`src/rtl/cordic_pkg.sv`:
```
// Shared types and default widths for the CORDIC iteration sequencer.
// Holds the run/idle state type used by cordic_iter_counter.
package cordic_pkg;
   localparam int CORDIC_ITER_W  = 6;
   localparam int CORDIC_PRESC_W = 3;

   typedef enum logic {
      IDLE = 1'b0,
      RUN  = 1'b1
   } cnt_state_t;
endpackage

```
`src/rtl/cordic_prescaler.sv`:
```
// Step prescaler: counts 0..presc_val while enabled, strobing del on the
// last count. Ports: clk, rst (async high), en, clr, presc_val, del.
module cordic_prescaler
   import cordic_pkg::*;
#(
   parameter int PRESC_W = CORDIC_PRESC_W
) (
   input  logic               clk,
   input  logic               rst,
   input  logic               en,
   input  logic               clr,
   input  logic [PRESC_W-1:0] presc_val,
   output logic               del
);
   logic [PRESC_W-1:0] cnt_q;
   logic [PRESC_W-1:0] cnt_d;

   // Decoded only from registered count and latched prescale.
   assign del = en && (cnt_q == presc_val);

   always_comb begin
      cnt_d = cnt_q;
      if (clr) begin
         cnt_d = '0;
      end else if (en) begin
         cnt_d = del ? '0 : cnt_q + 1'b1;
      end
   end

   always_ff @(posedge clk or posedge rst) begin
      if (rst) begin
         cnt_q <= '0;
      end else begin
         cnt_q <= cnt_d;
      end
   end
endmodule

```
`src/rtl/cordic_iter_counter.sv`:
```
// Modulo iteration counter with prescaler and start/busy/done handshake.
// Ports: clk, rst (async high), start, clr, mod_val, presc_val -> q, del,
// tc, busy, done. Define CORDIC_CNT_WRAP_EN to add the cont input
// (continuous wrap mode, latched on start).
module cordic_iter_counter
   import cordic_pkg::*;
#(
   parameter int WIDTH   = CORDIC_ITER_W,
   parameter int PRESC_W = CORDIC_PRESC_W
) (
   input  logic               clk,
   input  logic               rst,
   input  logic               start,
   input  logic               clr,
`ifdef CORDIC_CNT_WRAP_EN
   input  logic               cont,
`endif
   input  logic [WIDTH-1:0]   mod_val,
   input  logic [PRESC_W-1:0] presc_val,
   output logic [WIDTH-1:0]   q,
   output logic               del,
   output logic               tc,
   output logic               busy,
   output logic               done
);
   cnt_state_t         state_q, state_d;
   logic [WIDTH-1:0]   q_q, q_d;
   logic [WIDTH-1:0]   mod_q, mod_d;
   logic [PRESC_W-1:0] presc_q, presc_d;
   logic               done_q, done_d;
   logic               run;
   logic               wrap;
   logic [WIDTH-1:0]   last;

`ifdef CORDIC_CNT_WRAP_EN
   logic cont_q, cont_d;
   assign wrap = cont_q;
`else
   assign wrap = 1'b0;
`endif

   assign run  = (state_q == RUN);
   // Modulus 0 wraps to all-ones, i.e. 2^WIDTH steps.
   assign last = mod_q - 1'b1;

   cordic_prescaler #(
      .PRESC_W   (PRESC_W)
   ) u_presc (
      .clk       (clk),
      .rst       (rst),
      .en        (run),
      .clr       (clr || !run),
      .presc_val (presc_q),
      .del       (del)
   );

   assign tc   = del && (q_q == last);
   assign q    = q_q;
   assign busy = run;
   assign done = done_q;

   always_comb begin
      state_d = state_q;
      q_d     = q_q;
      mod_d   = mod_q;
      presc_d = presc_q;
      done_d  = 1'b0;
`ifdef CORDIC_CNT_WRAP_EN
      cont_d  = cont_q;
`endif
      if (clr) begin
         state_d = IDLE;
         q_d     = '0;
      end else begin
         unique case (state_q)
            IDLE: begin
               if (start) begin
                  state_d = RUN;
                  q_d     = '0;
                  mod_d   = mod_val;
                  presc_d = presc_val;
`ifdef CORDIC_CNT_WRAP_EN
                  cont_d  = cont;
`endif
               end
            end
            RUN: begin
               if (del) begin
                  if (tc && !wrap) begin
                     state_d = IDLE;
                     done_d  = 1'b1;
                  end else if (tc) begin
                     q_d = '0;
                  end else begin
                     q_d = q_q + 1'b1;
                  end
               end
            end
            default: state_d = IDLE;
         endcase
      end
   end

   always_ff @(posedge clk or posedge rst) begin
      if (rst) begin
         state_q <= IDLE;
         q_q     <= '0;
         mod_q   <= '0;
         presc_q <= '0;
         done_q  <= 1'b0;
`ifdef CORDIC_CNT_WRAP_EN
         cont_q  <= 1'b0;
`endif
      end else begin
         state_q <= state_d;
         q_q     <= q_d;
         mod_q   <= mod_d;
         presc_q <= presc_d;
         done_q  <= done_d;
`ifdef CORDIC_CNT_WRAP_EN
         cont_q  <= cont_d;
`endif
      end
   end
endmodule

```
`config.mk`:
```
export PLATFORM = sky130hd
export DESIGN_NAME = cordic_iter_counter
export DESIGN_NICKNAME = d
export VERILOG_FILES = /design/src/rtl/cordic_pkg.sv /design/src/rtl/cordic_prescaler.sv /design/src/rtl/cordic_iter_counter.sv
export SDC_FILE = /design/constraint.sdc
export NUM_CORES = 1
export LEC_CHECK = 0
export CAP_MARGIN = 20
export CORE_MARGIN = 2
export CORE_UTILIZATION = 52
export CTS_BUF_LIST = sky130_fd_sc_hd__clkbuf_8
export CTS_CLUSTER_DIAMETER = 60
export DETAILED_ROUTE_END_ITERATION = 16
export PLACE_DENSITY_LB_ADDON = 0.2
export RECOVER_POWER = 50
export SLEW_MARGIN = 20
export SYNTH_ARGS = -nofsm -noshare
export SYNTH_HDL_FRONTEND = slang
export SYNTH_SLANG_ARGS = --single-unit
```
`constraint.sdc`:
```
create_clock -name clk -period 2.4 [get_ports clk]
set_clock_uncertainty 0.1 [all_clocks]
set_input_delay 0.24 -clock clk [delete_from_list [all_inputs] [get_ports clk]]
set_output_delay 0.24 -clock clk [all_outputs]
set_load 0.03 [all_outputs]
```
==> metrics.md <==
| Metric | Value |
|---|---|
| Chip width | between 50 and 60 um |
| First-pass iteration count of the detailed router | 4 |
| Count of different cell masters after synthesis | 35 |
| Crit-path cells | inv_2 -> ha_2 -> nor2b_1 -> or3_4 -> a31oi_4 -> nand3_4 -> nor2_4 -> buf_6 |
| Post-synth design cell area | about 1100 um^2 |
| CP Class | reg -> out |
| Min-delay worst type | reg -> reg |
| Slowest CP cell | or3_4 |
| Max Cap Viol | 0 |
| TNS Setup | 0 ns |
| WL final | about 2400 um |
| Final nets | ~160 |
| Sink Count | 20 |
| Drt initial violations | 24 |
| Flops & latches, synth | 20 |
| Start point of the worst hold path | u_presc.cnt_q[0]$_DFFE_PP0P_ |
| CP Max Fanout | 3 |
| Critical path arrival | 2.00 ns |
| # diodes | 0 |
| Slew Limit Fails | 0 |
| Gate Count Post-Synth | between 100 and 150 |
| Placeable Area | 1982 um^2 |
| I/O pin count | 23 |
| Non-filler cells, final | 167 |
| Syn Nets | ~130 |
| Via count | a little over 900 |
| Number of H-tree levels | 1 |
| Clk buf depth | 2 |
| Largest net degree at the start of global routing | 21 |
| Leakage power | 0.6187 nW |
| # rows | 16 |
| Clock root buffer | clkbuf_8 |
| Met2 wire len | about 1300 um |
| Global Route Usage Sum | between 20% and 30% |
| Congestion Overflow GR | 0 |
| Worst-margin pin slew | roughly 0.77 ns |
| CTS tree | built |
| Reg-to-reg critical path startpoint | mod_q[0]$_DFFE_PP0P_ |
| Critical Path Start | mod_q[0]$_DFFE_PP0P_ |
| Max layer used | met4 |
| Hold buffers post-CTS | 0 |
| DRC Markers | 0 |
| Placed instance count | about 160 |
| Die Y | between 50 and 60 um |
| Post-route clock period utilization | a little under 100% |
| Initial antenna violation count | 0 |
| Synthesized area per cell | approximately 10 um^2 |
| Met1 wire length | approximately 1100 um |
| Vias in the first global route | between 900 and 1k |
| Number of flops mapped to enable cells by yosys | 0 |
| Status | finished clean |
| Global-route wire length before repair | approximately 4400 um |
| Final Hold Vio Count | 0 |
| DR vias/cell | around 5.5 |
| IO buf count | 22 |
| Met3 wire len | just over 80 um |
| CP endpoint kind | output port |
| Total CTS buffers | 3 |
| Ys async rst share | 100.0% |
| Clock transition at the registers of the reported paths | approximately 0.080 ns |
| Post-DP HPWL | approximately 1600 um |
| Rel. slew slack | between 40 and 50% |
| Register area share after synthesis | approximately 45% |
| Synth area leader | dfrtp_1 |
| Max Fclk | approximately 430 MHz |
| Starting Density | a little under three fifths |
| Wirelength per Cell | 14.62 um |
| Post-route minimum period | 2.340 ns |
| Primary FF master, synth | dfrtp_1 |
| Final setup violation count | 0 |
| Area growth from synthesis to layout | 36.28% |
| Yosys Warn Count | 0 |
| Most common cell in the synthesized netlist | dfrtp_1 |
| Critical path required time | a little over 2 ns |
| Startpoint Class | register |
| Layout cells sized above 1 | between 20% and 30% |
| RePlAce Congestion | around 0.85 |
| Commonest cells post-synth | dfrtp_1 (20), inv_1 (10), nor2_1 (9) |
| Die area | 2507 um^2 |
| P per Cell Area | 634.1 nW/um^2 |
| Worst vdd ir | approximately 0.47 mV |
| Critical path's largest stage delay | around 0.38 ns |
| Worst skew pair latency | about 0.26 ns |
| Synth top area share | 45.35% |
| Antenna-violating nets left | 0 |
| Top post-synthesis cells by area | dfrtp_1 (45%), mux2_2 (7.1%), ha_1 (3.4%) |
## kinds of logic after synthesis
group           count (synthesis)  share of synthesized area (%)
fa+ha+maj                       3                          3.402
mux                             8                          8.164
buf+inv                        12                          4.081
compound gates                 24                          15.99
flops                          20                          45.35
xor+xnor                        8                          6.349
simple gates                   34                          16.67
## registers in the layout, summed over array words and instances (netlist names)
register,flops
busy,1
done,1
mod_q,6
presc_q,3
q,6
u_presc.cnt_q,3
## routing by layer
metal	vias to the layer above	track usage, %
met5	-	0
met4	0	7.870
met3	6	2.727
met2	26	39.69
met1	446	28.79
li1	447	-
## per-stage QoR
| step | util [%] | area, um^2 | total power, mW | setup slack [ns] | hold WS [ns] |
|---|---|---|---|---|---|
| floorplan | - | 1104 | 0.5784 | 0.08084 | 0.1038 |
| global placement | 68.75 | 1363 | 0.6364 | 0.1729 | 0.3735 |
| detailed placement | 68.75 | 1363 | 0.6482 | 0.08034 | 0.3892 |
| CTS | 73.93 | 1465 | 0.9330 | 0.01737 | 0.3501 |
| global route | 75.88 | 1504 | 1.006 | -0.02070 | 0.4360 |
| finish | 75.88 | 1504 | 0.9537 | 0.05987 | 0.3940 |
## worst max-delay path, delay by kind of cell, from the launching register on
kind | cells | cell delay (ns)
simple gates | 4 | 0.80
flops | 1 | 0.36
compound gates | 1 | 0.23
buf+inv | 2 | 0.19
fa+ha+maj | 1 | 0.18
## cells in the final DEF, fill, tap and decap left out, drive strengths merged, types with 2 or more instances in the layout
cell / instances
a31oi: 3
mux2: 8
nor3: 2
nand3: 4
dlygate4sd3: 2
nand2b: 3
nand2: 6
nor2: 9
inv: 10
buf: 7
dfrtp: 20
xor2: 4
nand4b: 2
or3: 2
xnor2: 4
ha: 3
clkdlybuf4s50: 19
a21oi: 4
o21ai: 7
a311oi: 4
clkbuf: 5
nor2b: 2
## path summary, 6_finish.rpt
kind	end	slack (ns)	cells past startpoint
worst max-delay path	tc	0.06	8
worst min-delay path	u_presc.cnt_q[0]$_DFFE_PP0P_	0.39	1
worst max register to register	q[5]$_DFFE_PP0P_	0.10	9
worst min register to register	u_presc.cnt_q[0]$_DFFE_PP0P_	0.39	1
max in group asynchronous	mod_q[0]$_DFFE_PP0P_	1.25	2
min in group asynchronous	q[5]$_DFFE_PP0P_	0.47	2
## timing repair
item | 4_1_cts | 5_1_grt
gates resized for setup | 6 | 5
pin swaps | 2 | 2
buffers inserted | 2 | 3
endpoints found under the hold margin | 0 | 0
endpoints found under the setup margin | 1 | 6
## cell type report
cell class	count	area (um^2)
clock buffers	4	55.05
multi-input cells	77	606.8
inverters	10	37.54
repair buffers	29	270.3
fillers	125	478.0
flip-flops and latches	20	500.5
well taps	27	33.78
## where the power goes
part,internal [mW],switching (mW)
Sequential,0.375,0.0374
Combinational,0.143,0.142
Clock,0.146,0.111
Total,0.664,0.290
(Power assumes the default switching activity.)
